### config.mk
export PLATFORM = sky130hd
export DESIGN_NAME = period_meter
export DESIGN_NICKNAME = d
export VERILOG_FILES = /design/src/rtl/period_meter_pkg.sv /design/src/rtl/period_meter_sync_edge_det.sv /design/src/rtl/period_meter.sv
export SDC_FILE = /design/constraint.sdc
export NUM_CORES = 1
export LEC_CHECK = 0
export CAP_MARGIN = 20
export CORE_UTILIZATION = 45
export DETAILED_ROUTE_END_ITERATION = 6
export PLACE_DENSITY = 0.65
export SLEW_MARGIN = 25
export SYNTH_ARGS = -nofsm -noshare
export SYNTH_HDL_FRONTEND = slang
export SYNTH_SLANG_ARGS = --single-unit
### constraint.sdc
create_clock -name clk -period 2.65 [get_ports clk]
set_input_delay 0.3975 -clock clk [delete_from_list [all_inputs] [get_ports clk]]
set_output_delay 0.3975 -clock clk [all_outputs]
set_load 0.1 [all_outputs]
### src/rtl/period_meter_pkg.sv
// Shared FSM encoding, control-strobe bundle and default sizing for the period meter.
package period_meter_pkg;

    localparam int unsigned CNT_W_DEF   = 28;
    localparam int unsigned TIMEOUT_DEF = 150_000_000;

    typedef enum logic [1:0] {
        ST_IDLE    = 2'd0,
        ST_ARM     = 2'd1,
        ST_MEASURE = 2'd2
    } state_e;

    typedef struct packed {
        logic start;   // first rise after arming opens a measurement
        logic report;  // closing rise of a complete period
        logic expire;  // count ran out with no rise
    } fsm_ctrl_t;

endpackage

### src/rtl/period_meter_sync_edge_det.sv
// Two-flop synchronizer for an asynchronous input plus a third flop for rise/fall detection.
module sync_edge_det (
    input  logic clk,
    input  logic rst_n,
    input  logic d,
    output logic level,
    output logic rise,
    output logic fall
);

    logic s1_q;
    logic s2_q;
    logic s3_q;

    // NOTE: sequential state uses non-blocking assignments so every flop samples the pre-edge value.
    always_ff @(posedge clk) begin
        if (!rst_n) begin
            s1_q <= 1'b0;
            s2_q <= 1'b0;
            s3_q <= 1'b0;
        end else begin
            s1_q <= d;
            s2_q <= s1_q;
            s3_q <= s2_q;
        end
    end

    assign level = s2_q;
    assign rise  = s2_q & ~s3_q;
    assign fall  = ~s2_q & s3_q;

endmodule

### src/rtl/period_meter.sv
// Measures period and high time of a slow asynchronous square wave in clk cycles.
module period_meter
    import period_meter_pkg::*;
#(
    parameter int unsigned CNT_W   = CNT_W_DEF,
    parameter int unsigned TIMEOUT = TIMEOUT_DEF
) (
    input  logic             clk,
    input  logic             rst_n,
    input  logic             en,
    input  logic             sig_in,
    output logic [CNT_W-1:0] period,
    output logic [CNT_W-1:0] high_time,
    output logic             valid,
    output logic             timeout,
    output logic             busy
);

    localparam logic [CNT_W-1:0] CNT_MAX = CNT_W'(TIMEOUT - 1);
    localparam logic [CNT_W-1:0] CNT_ONE = CNT_W'(1);

    logic sig_level;
    logic sig_rise;
    logic sig_fall;

    state_e    state_q;
    state_e    state_d;
    fsm_ctrl_t ctrl;
    logic      cnt_at_max;

    logic [CNT_W-1:0] cnt_q;
    logic [CNT_W-1:0] cnt_d;
    logic [CNT_W-1:0] hcnt_q;
    logic [CNT_W-1:0] hcnt_d;
    logic [CNT_W-1:0] hold_q;
    logic [CNT_W-1:0] hold_d;

    logic [CNT_W-1:0] period_q;
    logic [CNT_W-1:0] period_d;
    logic [CNT_W-1:0] high_q;
    logic [CNT_W-1:0] high_d;
    logic             valid_q;
    logic             valid_d;
    logic             timeout_q;
    logic             timeout_d;
    logic             en_q;

    sync_edge_det u_sync (
        .clk   (clk),
        .rst_n (rst_n),
        .d     (sig_in),
        .level (sig_level),
        .rise  (sig_rise),
        .fall  (sig_fall)
    );

    assign cnt_at_max = (cnt_q == CNT_MAX);

    always_ff @(posedge clk) begin
        if (!rst_n) begin
            state_q <= ST_IDLE;
        end else begin
            state_q <= state_d;
        end
    end

    // NOTE: every signal written in always_comb gets a default first, so no path infers a latch.
    always_comb begin
        state_d = state_q;
        unique case (state_q)
            ST_IDLE: begin
                if (en) state_d = ST_ARM;
            end
            ST_ARM: begin
                if (!en)             state_d = ST_IDLE;
                else if (ctrl.start) state_d = ST_MEASURE;
            end
            ST_MEASURE: begin
                if (!en)              state_d = ST_IDLE;
                else if (ctrl.expire) state_d = ST_ARM;
            end
            default: state_d = ST_IDLE;
        endcase
    end

    // A rise beats an expiring count; a dropped enable suppresses both.
    always_comb begin
        ctrl = '0;
        busy = 1'b0;
        unique case (state_q)
            ST_ARM: begin
                busy       = 1'b1;
                ctrl.start = en & sig_rise;
            end
            ST_MEASURE: begin
                busy        = 1'b1;
                ctrl.report = en & sig_rise;
                ctrl.expire = en & ~sig_rise & cnt_at_max;
            end
            default: begin
                busy = 1'b0;
            end
        endcase
    end

    always_comb begin
        cnt_d  = cnt_q;
        hcnt_d = hcnt_q;
        hold_d = hold_q;
        if (state_q == ST_IDLE || ctrl.start || ctrl.report) begin
            cnt_d  = '0;
            hcnt_d = '0;
        end else if (state_q == ST_MEASURE) begin
            if (!cnt_at_max) cnt_d = cnt_q + CNT_ONE;
            if (sig_level && hcnt_q != CNT_MAX) hcnt_d = hcnt_q + CNT_ONE;
            // The opening rise cycle was high but is not in hcnt, hence the +1.
            if (sig_fall) hold_d = hcnt_q + CNT_ONE;
        end
    end

    always_comb begin
        period_d  = period_q;
        high_d    = high_q;
        valid_d   = ctrl.report;
        timeout_d = timeout_q;
        if (ctrl.report) begin
            period_d = cnt_q + CNT_ONE;
            high_d   = hold_q;
        end
        if (ctrl.expire) begin
            timeout_d = 1'b1;
        end else if (en && !en_q) begin
            timeout_d = 1'b0;
        end
    end

    always_ff @(posedge clk) begin
        if (!rst_n) begin
            cnt_q     <= '0;
            hcnt_q    <= '0;
            hold_q    <= '0;
            period_q  <= '0;
            high_q    <= '0;
            valid_q   <= 1'b0;
            timeout_q <= 1'b0;
            en_q      <= 1'b0;
        end else begin
            cnt_q     <= cnt_d;
            hcnt_q    <= hcnt_d;
            hold_q    <= hold_d;
            period_q  <= period_d;
            high_q    <= high_d;
            valid_q   <= valid_d;
            timeout_q <= timeout_d;
            en_q      <= en;
        end
    end

    assign period    = period_q;
    assign high_time = high_q;
    assign valid     = valid_q;
    assign timeout   = timeout_q;

endmodule

# Yosys cells after proc, flatten, opt, wreduce, memory -nomap -nowiden
# Index checks and enable logic that the tools add are counted.
dict set report totals {
  regBits 148
  output_inout_bits 59
  wordCells 56
}
dict set report op_classes {
  addsub 2
  n_eq_ne 7
  muxes 11
  n_bitwise 11
  reduce_logical 13
}
# cell n
set ops {}
lappend ops {{$add A28 B1 Y28 const B} 2}
lappend ops {{$eq A28 B28 Y1 const B} 1}
lappend ops {{$ne A28 B28 Y1 const B} 1}
lappend ops {{$mux W2} 6}
lappend ops {{$ne A3 B3 Y1 const B} 2}
lappend ops {{$not A1 Y1} 6}
lappend ops {{$pmux W2 S3} 1}
lappend ops {{$reduce_and A3 Y1} 2}
lappend ops {{$and A1 B1 Y1} 5}
lappend ops {{$mux W1} 4}
lappend ops {{$reduce_and A2 Y1} 2}
lappend ops {{$reduce_or A2 Y1} 2}
lappend ops {{$eq A2 B1 Y1 const B} 1}
lappend ops {{$eq A2 B2 Y1 const B} 1}
lappend ops {{$logic_and A1 B1 Y1} 2}
lappend ops {{$logic_not A2 Y1} 1}
lappend ops {{$logic_or A1 B1 Y1} 2}
lappend ops {{$ne A2 B2 Y1 const B} 1}
lappend ops {{$reduce_bool A2 Y1} 1}
lappend ops {{$logic_not A1 Y1} 1}

# Depth between registers and ports, before layout
dict set report logic_depth {
  ltp_word 9
  depth_mapped 8
  mapped_depth_nobuf 7
}

# Cells and area by module
# Synthesis repeated with hierarchy kept, for this count alone.
dict set report unflattened {
  hier_cells 779
  area_unflattened_um2 6575.1
}
# mod instances cells_per_inst area_per_inst_um2
set by_module_without_submodules {}
lappend by_module_without_submodules {period_meter 1 771 6483.7}
lappend by_module_without_submodules {sync_edge_det 1 8 91.3}

# Least setup slack after synthesis
# OpenSTA, ideal clock, no wires.
dict set report synth_path {
  kind {register -> register}
  start {register hcnt_q[0]}
  end {register hcnt_q[1]}
  t_arrival_ns 2.170
  required_ns 2.522
  slack_ns 0.352
  path_stages_with_launch 9
  period_less_slack_ns 2.298
  path_cell_list {dfxtp_1 ha_1 nand2_1 or2_2 o41ai_2 buf_2 buf_2 mux2i_1 nor2_1}
}
dict set report synth_via {
  elab_chain_len 3
}
# item line
set synth_lines {}
lappend synth_lines {{start: declaration} period_meter.sv:33} ;# logic [CNT_W-1:0] hcnt_q;
lappend synth_lines {{start signal: assignment} period_meter.sv:149} ;# hcnt_q <= hcnt_d;
lappend synth_lines {{branches (longest 3 deep; another with $add A28 B1 Y28)} --}
# Parallel ways; which one is timed is not known.
# A chain may end at the register's enable or synchronous reset.

# Final worst setup path
dict set report layout_path {
  start {register hcnt_q[7]}
  end {register hcnt_q[22]}
}
# Same word-level chain as after synthesis.

==> out/qor.yml <==
post_synth_xor_area_fraction: 0.0785
synth_seq_cells: 148
fin_tns_setup_ns: 0
synth_ff_type: "sky130_fd_sc_hd__dfxtp_1"
async_reset_ff_frac: 0
postCtsSetupRepairBufs: 0
cts_inserted_buffers: 17
outcome: "complete, no violations"
startpoint_types: "register"
grt_first_pass_wirelength_mm: 25.6
power.internal_w: 0.00392
synth_top_family_by_area: "simple AND/OR/NAND/NOR gates"
clk_pin_slew_ns: 0.06
whs_path_depth: 1
worst_slew_pin_slew_ns: 0.556
power_leakage_nw: 2.60
final-max-slew-violation-count: 0
final.hold.worst_slack_ns: 0.437
track_usage: 0.218
p_comb_frac: 0.046
post-dp-hpwl_mm: 11.0
design.portCount: 63
power_frac_clock: 0.509
synth_sequential_area_ratio: 0.450
detailedRoute.firstIterationViolations: 460
cts-root-to-sink-buffers: 2
drtPass1Iterations: 5
yosys.area.top_type_share: 0.450
finalPower_w: 0.00504
clock-root-buffer: "sky130_fd_sc_hd__clkbuf_16"
regToRegEndpoint: "hcnt_q[22]"
clock_insertion_delay_worst_skew_ns: 0.42
hold_path_end: "u_sync.level"
seqPwrFrac: 0.445
hold_start: "u_sync.s1_q"
area_of_the_mapped_netlist_um2: 6580
area_share_of_and_or_nand_nor_cells_after_synthesis: 0.223
worst-path-stages: 5
worst_slack_ns: 0.203
cp_top_family: "simple AND/OR/NAND/NOR gates"
setup.worst_path.end_class: "register"
die-area_um2: 15100
cp_cell_sequence: "nand3_1, or4_4, or3_1, or4_1, a21oi_1"
finalWirelength_mm: 15.9
height_of_the_die_um: 123
post_synth.cell_area_avg_um2: 8.32
total_of_fill_cells_in_the_finished_design: 1303
timing.critical_path.slowest_stage_cell: "sky130_fd_sc_hd__or4_4"
antenna_cells: 0
timing.reg2reg.setup_slack_ns: 0.20
io_buffers: 62
cp_data_arrival_time_ns: 2.80
synthesized_instance_count: 791
yosys-mux-area-fraction: 0.00304
layout_worst_path_cycle_share: 0.924
critPathKind: "reg2reg"
syn_nets: 801
areaGrowthSynthToFinish_pct: 20.3
grt_remaining_overflow: 0
complex_gate_fraction_of_the_synthesized_area: 0.192
yosys.area.top_type: "sky130_fd_sc_hd__dfxtp_1"
num_vias: 5759
synthAdderAreaFrac: 0.0114
final_layout_size_suffix_gt1_frac: 0.144
avgRoutedWirePerCell_um: 15.4
timing.max_cap.violations: 0
fin_crit_ns: 2.45
timing.max_slew.rel_slack: 0.626
synth-edff-count: 0
dpl_worst_slack_ns: 0.271
fin_worst_skew_ns: 0.00902
max-vdd-ir-drop_mv: 0.485
netlist_top_cells_area: "sky130_fd_sc_hd__dfxtp_1, sky130_fd_sc_hd__a21oi_1, sky130_fd_sc_hd__nand2_1"
worstSetupStartpoint: "hcnt_q[7]"
count_of_final_setup_violators: 0
number_of_warnings_printed_during_yosys_synthesis: 0
power.net_switching_w: 0.00112
initial_utilization: 0.467
netlist-cell-type-count: 46
pwr_density_cell_nw_per_um2: 637
cp.required_ns: 3.00
critical_path_peak_fanout: 9
gpl.final_weighted_congestion: 0.956
drcViolationCount: 0
largest_net_degree_at_the_start_of_global_routing: 81
final-hold-violation-count: 0
core_area_um2: 14100
avgViaCountPerCell: 5.58
h-tree-depth: 4
antenna_violating_nets_post_route: 0
most-common-layout-cells: "sky130_fd_sc_hd__dfxtp_1, sky130_fd_sc_hd__a21oi_1, sky130_fd_sc_hd__nand2_1"
mostFrequentLayoutCell: "sky130_fd_sc_hd__dfxtp_1"
worstHoldPathType: "reg2reg"
unrepaired_setup_endpoints_after_global_routing: "false"
reg2reg_from: "hcnt_q[7]"
worstPathBufferInverterCount: 0
cts_hold_buf: 0
maximum_cell_stage_delay_along_the_critical_path_ns: 0.58
antenna_violations_before_repair: 0
tritoncts: "built"
num_rows: 43
num-nets-final: 849
first_global_vias: 5100
achievable-frequency_mhz: 409
switching_share: 0.223
tritoncts_num_sinks: 148
r2r.worst_path.cells: 5
floorplan.die.width_um: 123
post_cts_sizing: 0
synth_stat cells (18+ instances only):
master and instances:
sky130_fd_sc_hd__o21ai_0 65, sky130_fd_sc_hd__xnor2_1 29, sky130_fd_sc_hd__clkbuf_1 46, sky130_fd_sc_hd__a21oi_1 109, sky130_fd_sc_hd__a211oi_1 18, sky130_fd_sc_hd__nand2_1 88
sky130_fd_sc_hd__or3_1 30, sky130_fd_sc_hd__nand3_1 30, sky130_fd_sc_hd__nor2_1 44, sky130_fd_sc_hd__nand4_1 19, sky130_fd_sc_hd__dfxtp_1 148, sky130_fd_sc_hd__xor2_1 30
cell type report:
type / instances / area, µm² / share of cell area
multi-input cells: 576 / 3380 / 0.427
inverters: 10 / 37.5 / 0.00474
flip-flops and latches: 148 / 2960 / 0.374
clock inverters: 12 / 176 / 0.0223
well taps: 180 / 225 / 0.0284
repair buffers: 86 / 678 / 0.0857
clock buffers: 20 / 457 / 0.0577
flip-flops by register name (all words and copies together), names as in the netlist:
name and count:
u_sync.s3_q 1, period 28, timeout 1, state_q 2, u_sync.s1_q 1, en_q 1, high_time 28, valid 1
u_sync.level 1, hcnt_q 28, hold_q 28, cnt_q 28
power by group through the flow:
| stage | registers (W) | clock network (W) | logic [W] |
|---|---|---|---|
| 4_1_cts | 0.00224 | 0.00260 | 0.000235 |
| 5_1_grt | 0.00224 | 0.00271 | 0.000253 |
| 3_3_place_gp | 0.00229 | 0 | 0.000230 |
| 3_5_place_dp | 0.00229 | 0 | 0.000233 |
| 2_1_floorplan | 0.00230 | 0 | 0.000150 |
| 6_report | 0.00224 | 0.00257 | 0.000234 |
worst max path at each step:
stage	endpoint	slack, ns
global placement	hcnt_q[19]	0.36
CTS	hcnt_q[22]	0.26
detailed placement	hcnt_q[22]	0.27
global route	hcnt_q[24]	0.09
finish	hcnt_q[22]	0.20
floorplan	hcnt_q[1]	0.35
metal layers:
layer | vias to the layer above | routed length [µm] | part of all wire | GRT usage
li1 | 2943 | - | - | -
met1 | 2673 | 8290 | 0.52 | 0.325
met2 | 131 | 6810 | 0.43 | 0.313
met3 | 12 | 588 | 0.037 | 0.0378
met4 | 0 | 184 | 0.012 | 0.0755
met5 | - | 0 | 0 | 0
cell families after synthesis:
kind of cell / Yosys count
XOR/XNOR: 59
AND/OR/NAND/NOR: 284
flip-flops: 148
adder cells (fa/ha/maj): 6
AO/OA/AOI/OAI: 225
buffers and inverters: 67
multiplexers: 2
per-stage QoR:
stage               instance area [µm²]   util  instances
CTS                                7920  0.562       1032
global placement                   7280  0.517       1000
floorplan                          6580      -        791
finish                             7920  0.562       1032
detailed placement                 7280  0.517       1000
global route                       7920  0.562       1032
worst reg2reg max path: cells and delay by family, from the launching register on:
kind | cells | cell delay, ns
AOI/OAI and AO/OA | 1 | 0.15
and+or+nand+nor | 4 | 1.76
DFF | 1 | 0.48
Power figures use the tool's default switching activity.
